--- src/rtl/axil_write_master.sv ---
// AXI4-Lite single-beat write initiator driven from a valid/ready command port.
// One write in flight at a time; completion is pulsed on done and error responses are counted.
module axil_write_master #(
    parameter int unsigned DATA_WIDTH = 32,
    parameter int unsigned ADDR_WIDTH = 24,
    parameter int unsigned STRB_WIDTH = DATA_WIDTH / 8,
    parameter int unsigned ERR_WIDTH  = 16
) (
    input  logic                  clk,
    input  logic                  rst,

    input  logic                  cmd_valid,
    output logic                  cmd_ready,
    input  logic [ADDR_WIDTH-1:0] cmd_addr,
    input  logic [DATA_WIDTH-1:0] cmd_data,
    input  logic [STRB_WIDTH-1:0] cmd_strb,

    output logic                  done,
    output logic [1:0]            done_resp,
    output logic                  busy,
    output logic [ERR_WIDTH-1:0]  err_count,

    output logic [ADDR_WIDTH-1:0] axil_awaddr,
    output logic [2:0]            axil_awprot,
    output logic                  axil_awvalid,
    input  logic                  axil_awready,
    output logic [DATA_WIDTH-1:0] axil_wdata,
    output logic [STRB_WIDTH-1:0] axil_wstrb,
    output logic                  axil_wvalid,
    input  logic                  axil_wready,
    input  logic [1:0]            axil_bresp,
    input  logic                  axil_bvalid,
    output logic                  axil_bready
);

    typedef enum logic [1:0] {
        IDLE,
        REQ,
        RESP
    } state_e;

    state_e                  state_q,     state_d;
    logic                    cmd_ready_q, cmd_ready_d;
    logic                    done_q,      done_d;
    logic [1:0]              done_resp_q, done_resp_d;
    logic                    busy_q,      busy_d;
    logic [ERR_WIDTH-1:0]    err_count_q, err_count_d;
    logic [ADDR_WIDTH-1:0]   awaddr_q,    awaddr_d;
    logic [DATA_WIDTH-1:0]   wdata_q,     wdata_d;
    logic [STRB_WIDTH-1:0]   wstrb_q,     wstrb_d;
    logic                    awvalid_q,   awvalid_d;
    logic                    wvalid_q,    wvalid_d;
    logic                    bready_q,    bready_d;

    // Next-state and registered-output computation
    always_comb begin
        state_d     = state_q;
        cmd_ready_d = cmd_ready_q;
        done_d      = 1'b0;
        done_resp_d = done_resp_q;
        busy_d      = busy_q;
        err_count_d = err_count_q;
        awaddr_d    = awaddr_q;
        wdata_d     = wdata_q;
        wstrb_d     = wstrb_q;
        awvalid_d   = awvalid_q;
        wvalid_d    = wvalid_q;
        bready_d    = bready_q;

        case (state_q)
            IDLE: begin
                if (cmd_valid && cmd_ready_q) begin
                    awaddr_d    = cmd_addr;
                    wdata_d     = cmd_data;
                    wstrb_d     = cmd_strb;
                    awvalid_d   = 1'b1;
                    wvalid_d    = 1'b1;
                    cmd_ready_d = 1'b0;
                    busy_d      = 1'b1;
                    state_d     = REQ;
                end
            end
            REQ: begin
                // AW and W retire independently; B is awaited once both are gone
                awvalid_d = awvalid_q && !axil_awready;
                wvalid_d  = wvalid_q && !axil_wready;
                if (!awvalid_d && !wvalid_d) begin
                    bready_d = 1'b1;
                    state_d  = RESP;
                end
            end
            RESP: begin
                if (axil_bvalid && bready_q) begin
                    bready_d    = 1'b0;
                    done_d      = 1'b1;
                    done_resp_d = axil_bresp;
                    if ((axil_bresp != 2'b00) && (err_count_q != '1)) begin
                        err_count_d = err_count_q + ERR_WIDTH'(1);
                    end
                    cmd_ready_d = 1'b1;
                    busy_d      = 1'b0;
                    state_d     = IDLE;
                end
            end
            default: begin
                state_d = IDLE;
            end
        endcase
    end

    always_ff @(posedge clk) begin
        if (rst) begin
            state_q     <= IDLE;
            cmd_ready_q <= 1'b1;
            done_q      <= 1'b0;
            done_resp_q <= 2'b00;
            busy_q      <= 1'b0;
            err_count_q <= '0;
            awaddr_q    <= '0;
            wdata_q     <= '0;
            wstrb_q     <= '0;
            awvalid_q   <= 1'b0;
            wvalid_q    <= 1'b0;
            bready_q    <= 1'b0;
        end else begin
            state_q     <= state_d;
            cmd_ready_q <= cmd_ready_d;
            done_q      <= done_d;
            done_resp_q <= done_resp_d;
            busy_q      <= busy_d;
            err_count_q <= err_count_d;
            awaddr_q    <= awaddr_d;
            wdata_q     <= wdata_d;
            wstrb_q     <= wstrb_d;
            awvalid_q   <= awvalid_d;
            wvalid_q    <= wvalid_d;
            bready_q    <= bready_d;
        end
    end

    assign cmd_ready    = cmd_ready_q;
    assign done         = done_q;
    assign done_resp    = done_resp_q;
    assign busy         = busy_q;
    assign err_count    = err_count_q;
    assign axil_awaddr  = awaddr_q;
    assign axil_awprot  = 3'b000;
    assign axil_awvalid = awvalid_q;
    assign axil_wdata   = wdata_q;
    assign axil_wstrb   = wstrb_q;
    assign axil_wvalid  = wvalid_q;
    assign axil_bready  = bready_q;

endmodule

--- config.mk ---
export PLATFORM = sky130hd
export DESIGN_NAME = axil_write_master
export DESIGN_NICKNAME = d
export VERILOG_FILES = /design/src/rtl/axil_write_master.sv
export SDC_FILE = /design/constraint.sdc
export NUM_CORES = 1
export LEC_CHECK = 0
export BUFFER_PORTS_ARGS = -buffer_cell sky130_fd_sc_hd__buf_2
export CAP_MARGIN = 20
export CORE_MARGIN = 10
export CORE_UTILIZATION = 42
export DETAILED_ROUTE_END_ITERATION = 10
export HOLD_SLACK_MARGIN = 0.1
export PLACE_DENSITY = 0.82
export SYNTH_ARGS = -nofsm -noshare
export SYNTH_HDL_FRONTEND = slang
export SYNTH_SLANG_ARGS = --single-unit
--- constraint.sdc ---
create_clock -name clk -period 1.85 [get_ports clk]
set_clock_uncertainty 0.1 [all_clocks]
set_input_delay 0.4625 -clock clk [delete_from_list [all_inputs] [get_ports clk]]
set_output_delay 0.4625 -clock clk [all_outputs]
set_load 0.01 [all_outputs]
==> results of run 1 <==
final cells by class:
class,instances,share of cell area
Tap cell,102,0.0278
Timing Repair Buffer,173,0.211
Sequential cell,86,0.375
Inverter,6,0.00490
Multi-Input combinational cell,293,0.336
Clock buffer,10,0.0299
Clock inverter,6,0.0152
power by group through the flow:
stage	clock, W	combinational, W	sequential [W]
finish	0.00136	0.000663	0.00204
CTS	0.00140	0.000674	0.00204
floorplan	0	0.000300	0.00214
global placement	0	0.000656	0.00207
detailed placement	0	0.000673	0.00208
global route	0.00147	0.000739	0.00206
worst min-delay path, stage by stage:
cell and delay [ps]:
buf_2 90, nand2_1 50, a21oi_1 50
sequential cells by signal, indices dropped and copies added (netlist names), 2 cells and up:
name         count
axil_awaddr     24
axil_wdata      32
done_resp        2
err_count       16
axil_wstrb       4
state_q          2
synthesized netlist by cell type, types with 2 or more instances:
master / n
or3_1: 2
nand2_1: 130
o21ai_0: 4
o31ai_1: 5
nor2b_1: 7
nor2_1: 15
dfxtp_1: 86
a21oi_1: 77
buf_4: 3
nand4_1: 5
clkbuf_1: 22
buf_1: 2
or4_1: 5
a211oi_1: 3
nand2b_1: 4
inv_1: 6
mux2_1: 7
buf_6: 2
routing by layer:
| metal | vias up | track usage |
|---|---|---|
| met5 | - | 0 |
| met4 | 0 | 0.0743 |
| met3 | 12 | 0.0497 |
| met2 | 110 | 0.264 |
| met1 | 1526 | 0.178 |
| li1 | 1698 | - |
per-stage QoR:
| step | worst slack (ps) | instance area (um^2) | hold WS (ps) |
|---|---|---|---|
| floorplan | 26.2 | 3400 | 381 |
| CTS | 5.32 | 4570 | 220 |
| global route | -19.7 | 4600 | 218 |
| global placement | -52.6 | 4360 | 338 |
| detailed placement | -79.9 | 4360 | 345 |
| finish | 57.9 | 4600 | 232 |
worst paths after layout:
| check | end | start | cells past startpoint | slack [ps] |
|---|---|---|---|---|
| min | axil_awaddr[1]$_SDFFE_PP0P_ | cmd_addr[1] | 3 | 230 |
| max | err_count[9]$_SDFFE_PP0P_ | err_count[0]$_SDFFE_PP0P_ | 6 | 60 |
| max reg2reg | err_count[9]$_SDFFE_PP0P_ | err_count[0]$_SDFFE_PP0P_ | 6 | 60 |
| min reg2reg | axil_awaddr[19]$_SDFFE_PP0P_ | axil_awaddr[19]$_SDFFE_PP0P_ | 2 | 350 |
cells by family (layout without fill, tap and decap cells):
kind of cell,count (synthesis),after routing,synth area share
simple gates,184,184,0.252
mux,8,8,0.0262
buf+inv,35,195,0.0464
compound gates,96,97,0.164
fa+ha+maj,1,1,0.00368
other cells,1,3,0.00110
flops,86,86,0.507
repair_timing:
item | in CTS | in global routing
endpoints found under the setup margin | 1 | 10
gates cloned | 0 | 1
setup buffers | 0 | 1
resized for setup | 1 | 5
pin swaps | 0 | 1
==> summary.md, run 1 <==
| Metric | Value |
|---|---|
| WP buf/inv | 2 |
| Sequential share of power | 0.502 |
| Synth warn | 0 |
| Worst Hold Class | in2reg |
| Initial Util | 0.435 |
| Yosys top cell area share | 0.507 |
| Post-synth cell types | 44 |
| Setup TNS Final | 0 ps |
| Area Growth Syn to Fin | 35.3% |
| Largest stage delay, worst path | between 400 and 500 ps |
| # hold bufs at CTS | 0 |
| Worst vdd ir | 0.461 mV |
| Leakage | 2.10 nW |
| DR vias | about 3300 |
| Initial antenna violation count | 0 |
| Later-pin clock latency in the skew report | 350 ps |
| Htree depth | 3 |
| Die extent in x | ~110 um |
| Met1 wire length | just under 4 mm |
| Pin count of the biggest net entering global routing | 64 |
| Die Span Y | 110 um |
| # diodes | 0 |
| Vias in the first global route | between 3000 and 4000 |
| Number of synthesized register bits | 86 |
| Max Root-Sink Buffers | 2 |
| Routed length per placed instance | 14.8 um |
| Fraction of registers with async set/reset | 0 |
| Run status | complete, no violations |
| CTS tree | done |
| I/O pin total | approximately 160 |
| Sequential Area | 1720 um^2 |
| Number of synthesized flops with an enable pin | 0 |
| Commonest non-fill, non-tap cells in the layout | 151 x buf_2, 130 x nand2_1, 84 x dfxtp_1, 77 x a21oi_1, 18 x buf_4 |
| Row cnt | 32 |
| Sw Share | 0.281 |
| Num CTS Buffers | 9 |
| Setup violators final | 0 |
| Routed length on met3 | roughly 950 um |
| Syn avg cell area | 8.26 um^2 |
| Crit path cell chain | ha_1, inv_1, o41ai_4, buf_4, or4_1, a21oi_1 |
| Synth Cell Area | 3400 um^2 |
| Drt via density | 4.95 |
| Sequential fraction of the synthesis area | 0.507 |
| Total Power | 0.00406 W |
| Final Hold Fails | 0 |
| Comb pwr share | 0.163 |
| Crit-path leading delay family | simple AND/OR/NAND/NOR gates |
| Placed cells | 658 |
| Max Cap Viol | 0 |
| Nets@finish | 638 |
| Die Area | approximately 12000 um^2 |
| First-pass GRT wire length | 15.4 mm |
| Area of the multi-input gates | 1540 um^2 |
| Starting DRT DRC Count | 106 |
| Buffers on Ports | 151 |
| Ranking of synthesized cells by area | dfxtp_1 51%, nand2_1 14%, a21oi_1 11% |
| Clock power share | 0.335 |
| Crit path max fanout | 6 |
| CP Class | reg2reg |
| Unrepaired setup endpoints after global routing | yes |
| Most common cell after layout, fill and taps aside | buf_2 |
| Minimum clock period | roughly 1800 ps |
| Pins Over Slew Limit | 0 |
| Total core area | roughly 7800 um^2 |
| Total wire length | ~10 mm |
| P_sw | 0.00114 W |
| Internal | 0.00292 W |
| Critical Path AT | 1970 ps |
| PD cells | between 800 and 900 nW/um^2 |
| CTS root buf | clkbuf_8 |
| Final core utilization | 0.589 |
| Final Cycle Share | 0.969 |
| DRT Pass-1 Iters | 4 |
| Share of cells above drive strength 1 | 0.352 |
| Req. time, crit path | 2020 ps |
| Sinks on Clock Net | 86 |
| Slowest-stage cell, CP | or4_1 |
| Synth Flop Type | dfxtp_1 |
| Final ANT Viol Nets | 0 |
| Critical Path End Type | register |
| Reg clk slew, reported paths | approximately 100 ps |
| Final cell count without fillers | 676 |
| Top layer in use | met4 |
| Global placement routability congestion | 0.817 |
| Fmax | 558 MHz |
| Mapped Cells | 411 |
| All-Layer GR Usage | 0.157 |
| FILL cells | about 700 |
| Cell accounting for the most synthesized area | dfxtp_1 |
| Element type at the critical path start | register |
| DR DRC count | 0 |
| Met2 routed WL | 4.95 mm |
| Remaining global-route overflow | 0 |
| Post-DP HPWL | 7.52 mm |
Note: power is estimated with default switching activity, not from simulation.
==> inputs of run 2 (changes only) <==
- CELL_PAD_IN_SITES_DETAIL_PLACEMENT: not set -> 1
- CELL_PAD_IN_SITES_GLOBAL_PLACEMENT: not set -> 2
- CORE_UTILIZATION: 42 -> 23
- RECOVER_POWER: not set -> 50
==> run 2 against run 1 <==
Compared with the run above:
- non-clock buffer count up 8
- first-iteration DRC count rose by 2.8%
- die area is 66% higher
- power increased by 8.9%
- cell count rose by 13%
- critical path type unchanged
- critical endpoint is now err_count[15]$_SDFFE_PP0P_
- largest cell class unchanged
==> summary.md, run 2 (synthesis gave the netlist of run 1 again) <==
| Metric | Value |
|---|---|
| Max Root-Sink Buffers | 2 |
| Pin count of the biggest net entering global routing | 50 |
| Reg clk slew, reported paths | 60 ps |
| WP buf/inv | 1 |
| All-Layer GR Usage | 0.116 |
| Final Cycle Share | 0.973 |
| PD cells | 938 nW/um^2 |
| Clock power share | 0.392 |
| Num CTS Buffers | 9 |
| Drt via density | about 4.5 |
| Later-pin clock latency in the skew report | 340 ps |
| Max reg flops | 32 |
| Internal | approximately 0.0032 W |
| Req. time, crit path | 1970 ps |
| Post-DP HPWL | 9.05 mm |
| Starting DRT DRC Count | 109 |
| Die Span Y | 142 um |
| Max Cap Viol | 0 |
| Most common cell after layout, fill and taps aside | nand2_1 |
| Final ANT Viol Nets | 0 |
| Buffers on Ports | 151 |
| Placed cells | about 750 |
| Slew HR | 0.550 |
| Htree depth | 3 |
| Die extent in x | 142 um |
| Setup violators final | 0 |
| Initial Util | 0.235 |
| Pins Over Slew Limit | 0 |
| Final cell count without fillers | 764 |
| Run status | complete, no violations |
| Die Area | roughly 20000 um^2 |
| Routed length per placed instance | 15.6 um |
| DP Worst Slack | -170 ps |
| Worst vdd ir | 0.387 mV |
| DR vias | 3431 |
| FILL cells | 1789 |
| Row cnt | 44 |
| Share of cells above drive strength 1 | 0.234 |
| First-pass GRT wire length | 18.8 mm |
| Fmax | about 560 MHz |
| Comb pwr share | 0.146 |
| Worst-Margin Slew | between 600 and 700 ps |
| Crit path max fanout | 9 |
| DRT Pass-1 Iters | 4 |
| Vias in the first global route | roughly 3600 |
| CTS tree | done |
| Crit-path leading delay family | simple AND/OR/NAND/NOR gates |
| Worst Hold Class | in2reg |
| Sinks on Clock Net | 86 |
| CTS root buf | clkbuf_16 |
| Total Power | 0.00443 W |
| CP Class | reg2reg |
| DR DRC count | 0 |
| Remaining global-route overflow | 0 |
| Unrepaired setup endpoints after global routing | no |
| Area Growth Syn to Fin | 39.0% |
| Largest stage delay, worst path | 350 ps |
| Commonest non-fill, non-tap cells in the layout | 130 x nand2_1, 85 x buf_2, 84 x dfxtp_1, 77 x a21oi_1, 70 x clkbuf_1 |
| Crit path cell chain | and4b_1, buf_6, o2111ai_2, nor4_2, mux2_1 |
| # diodes | 0 |
| Global placement routability congestion | 0.705 |
| P_sw | 0.00118 W |
| Fin worst setup slack | between 50 and 60 ps |
| Leakage | 1.90 nW |
| Sw Share | 0.267 |
| Critical Path End Type | register |
| Sequential share of power | 0.462 |
| Total core area | 14500 um^2 |
| Element type at the critical path start | register |
| Nets@finish | 646 |
| Final Hold Fails | 0 |
| Initial antenna violation count | 0 |
| I/O pin total | 155 |
| Total wire length | ~12 mm |
| Minimum clock period | 1800 ps |
| Slowest-stage cell, CP | mux2_1 |
| Critical Path AT | 1920 ps |
-- run 2: worst min-delay path: stages --
cell	delay, ps
buf_2	90
nand2_1	40
a21oi_1	50
-- run 2: area by class of cell --
class                           instances  area, um^2  share of cell area
Tap cell                              184         230              0.0488
Inverter                                6        22.5             0.00477
Clock buffer                           12         236              0.0501
Sequential cell                        86        1720               0.365
Timing Repair Buffer                  181         931               0.197
Clock inverter                          2        35.0             0.00742
Multi-Input combinational cell        293        1540               0.326
-- run 2: repair_timing --
item,in CTS,in global routing
setup buffers,0,3
hold buffers,0,0
setup endpoints to repair,0,8
resized for setup,0,6
-- run 2: per-stage QoR --
step	setup TNS, ps	utilization	instance area [um^2]	hold slack (ps)
after floorplan	0	-	3400	381
after global placement	-529	0.311	4510	339
after detailed placement	-1230	0.311	4510	343
after CTS	0	0.330	4780	239
after global routing	0	0.326	4720	247
final	0	0.326	4720	258
-- run 2: per-layer routing --
metal	wire length (um)	share of wire	global-route usage
met1	5120	0.43	0.129
met2	5780	0.48	0.192
met3	796	0.067	0.0387
met4	259	0.022	0.0586
met5	0	0	0
-- run 2: path summary, 6_finish.rpt --
| kind | start | end | slack, ps | cells after the start |
|---|---|---|---|---|
| max | state_q[0]$_SDFFE_PP0P_ | err_count[15]$_SDFFE_PP0P_ | 50 | 5 |
| max reg2reg | state_q[0]$_SDFFE_PP0P_ | err_count[15]$_SDFFE_PP0P_ | 50 | 5 |
| min reg2reg | axil_wdata[21]$_SDFFE_PP0P_ | axil_wdata[21]$_SDFFE_PP0P_ | 350 | 2 |
| min | cmd_data[12] | axil_wdata[12]$_SDFFE_PP0P_ | 260 | 3 |
-- run 2: power groups by stage --
stage	Combinational, W	Sequential (W)	Clock, W
3_5_place_dp	0.000712	0.00208	0
3_3_place_gp	0.000691	0.00207	0
5_1_grt	0.000731	0.00206	0.00191
4_1_cts	0.000714	0.00204	0.00182
6_report	0.000645	0.00204	0.00174
2_1_floorplan	0.000300	0.00214	0
==> inputs of run 3 (changes only) <==
- CELL_PAD_IN_SITES_DETAIL_PLACEMENT: 1 -> 0
- CELL_PAD_IN_SITES_GLOBAL_PLACEMENT: 2 -> 1
- CORE_UTILIZATION: 23 -> 29
- PLACE_DENSITY: 0.82 -> 0.8
==> run 3 against run 2 <==
Compared with the run above:
- worst hold slack lost 6.2 ps
- critical path type unchanged
- wire length down 10%
- sequential power hardly changed
- critical path depth unchanged
- critical endpoint is now err_count[3]$_SDFFE_PP0P_
- largest cell class unchanged
==> summary.md, run 3 (synthesis gave the netlist of run 1 again) <==
| Metric | Value |
|---|---|
| Sw Share | 0.275 |
| Htree depth | 3 |
| Area Growth Syn to Fin | 37.8% |
| Max reg flops | 32 |
| Global placement routability congestion | 0.843 |
| Total wire length | between 10 and 15 mm |
| Buffers on Ports | 151 |
| CP Class | reg2reg |
| CTS root buf | clkbuf_16 |
| Die Area | 16400 um^2 |
| First-pass GRT wire length | 16.8 mm |
| Critical Path AT | 1880 ps |
| Crit path max fanout | 7 |
| Comb pwr share | 0.142 |
| Remaining global-route overflow | 0 |
| Num CTS Buffers | 9 |
| Internal | 0.00328 W |
| Hold endpoint | axil_wdata[24]$_SDFFE_PP0P_ |
| Post-DP HPWL | 7.91 mm |
| Most common cell after layout, fill and taps aside | nand2_1 |
| CTS tree | done |
| Reg clk slew, reported paths | around 70 ps |
| DRT Pass-1 Iters | 4 |
| Reg2reg path depth | 5 |
| All-Layer GR Usage | 0.124 |
| Pins Over Slew Limit | 0 |
| Pin count of the biggest net entering global routing | 58 |
| Req. time, crit path | just under 2000 ps |
| Worst R2R Start | state_q[0]$_SDFFE_PP0P_ |
| Worst vdd ir | 0.547 mV |
| Row cnt | 39 |
| Fin worst setup slack | 95.0 ps |
| Max Root-Sink Buffers | 2 |
| Drt via density | 4.70 |
| Fmax | 570 MHz |
| Leakage | 1.88 nW |
| Die Span Y | 128 um |
| RR Endpoint | err_count[3]$_SDFFE_PP0P_ |
| Worst Hold Class | in2reg |
| Max Cap Viol | 0 |
| Initial antenna violation count | 0 |
| Critical Path End Type | register |
| Total core area | between 10000 and 15000 um^2 |
| # hold bufs at CTS | 0 |
| Share of cells above drive strength 1 | 0.232 |
| DP Area | 4420 um^2 |
| Clock power share | 0.406 |
| Later-pin clock latency in the skew report | 340 ps |
| Minimum clock period | 1750 ps |
| FILL cells | approximately 1300 |
| DR DRC count | 0 |
| P_sw | 0.00124 W |
| Total Power | 0.00452 W |
| Finished layout cell area | 4680 um^2 |
| Nets@finish | between 600 and 700 |
| Slew HR | 0.279 |
| # diodes | 0 |
| DP Worst Slack | -256 ps |
| Die extent in x | 128 um |
| Sinks on Clock Net | 86 |
| Flop-to-flop setup slack | 100 ps |
| Sequential share of power | 0.452 |
| Commonest non-fill, non-tap cells in the layout | 130 x nand2_1, 84 x dfxtp_1, 80 x buf_2, 77 x a21oi_1, 72 x clkbuf_1 |
| Worst Hold Slack | about 250 ps |
| DR vias | between 3000 and 4000 |
| Min-delay src | cmd_data[24] |
| Final Cycle Share | 0.949 |
| Worst Hold Path Cells | 3 |
| Initial Util | 0.297 |
| I/O pin total | 155 |
| Setup violators final | 0 |
| Final Hold Fails | 0 |
| Run status | complete, no violations |
| Starting DRT DRC Count | 171 |
| Vias in the first global route | around 3300 |
| Worst-Margin Slew | 1080 ps |
| Element type at the critical path start | register |
| Routed length per placed instance | 14.9 um |
| Final ANT Viol Nets | 0 |
| PD cells | approximately 970 nW/um^2 |
==> run 3: critical path, cell delays in order (launching register included) <==
cell	delay (ps)
dfxtp_1	310
and4b_4	390
buf_4	140
o21ai_1	100
a211oi_1	270
mux2_1	340
==> run 3: power by group through the flow <==
stage / clock [W] / combinational (W) / sequential (W)
5_1_grt: 0.00198 / 0.000729 / 0.00206
2_1_floorplan: 0 / 0.000300 / 0.00214
3_5_place_dp: 0 / 0.000693 / 0.00208
4_1_cts: 0.00191 / 0.000695 / 0.00204
3_3_place_gp: 0 / 0.000678 / 0.00208
6_report: 0.00184 / 0.000642 / 0.00204
==> run 3: what timing repair did <==
item,4_1_cts,5_1_grt
pin swaps,0,2
gates cloned,0,1
resized for setup,1,8
setup buffers,0,4
endpoints found under the setup margin,6,8
==> run 3: per-layer routing <==
layer,track usage,up-vias,wire [um]
met4,0.0536,0,163
met3,0.0525,13,1020
met2,0.196,105,4940
met1,0.143,1562,4590
li1,-,1712,-
met5,0,-,0
==> run 3: worst max-delay path by stage <==
| stage | from | to | cells after the start |
|---|---|---|---|
| finish | state_q[0]$_SDFFE_PP0P_ | err_count[3]$_SDFFE_PP0P_ | 5 |
| global route | state_q[0]$_SDFFE_PP0P_ | err_count[9]$_SDFFE_PP0P_ | 4 |
| CTS | err_count[4]$_SDFFE_PP0P_ | err_count[9]$_SDFFE_PP0P_ | 4 |
| detailed placement | axil_bvalid | err_count[9]$_SDFFE_PP0P_ | 5 |
| global placement | axil_bvalid | err_count[11]$_SDFFE_PP0P_ | 5 |
| floorplan | axil_bvalid | err_count[15]$_SDFFE_PP0P_ | 6 |
==> run 3: layout make-up <==
type / count / area [um^2] / area share
Timing Repair Buffer: 177 / 908 / 0.194
Multi-Input combinational cell: 293 / 1540 / 0.329
Clock inverter: 7 / 80.1 / 0.0171
Sequential cell: 86 / 1720 / 0.368
Inverter: 6 / 22.5 / 0.00481
Clock buffer: 9 / 225 / 0.0481
Tap cell: 143 / 179 / 0.0382
==> run 3: per-stage QoR <==
stage                     cells  TNS (ps)  utilization
after global routing        721     -2.92        0.410
after floorplan             413         0            -
final                       721         0        0.410
after global placement      700     -1830        0.387
after detailed placement    700     -2720        0.387
after CTS                   716         0        0.414
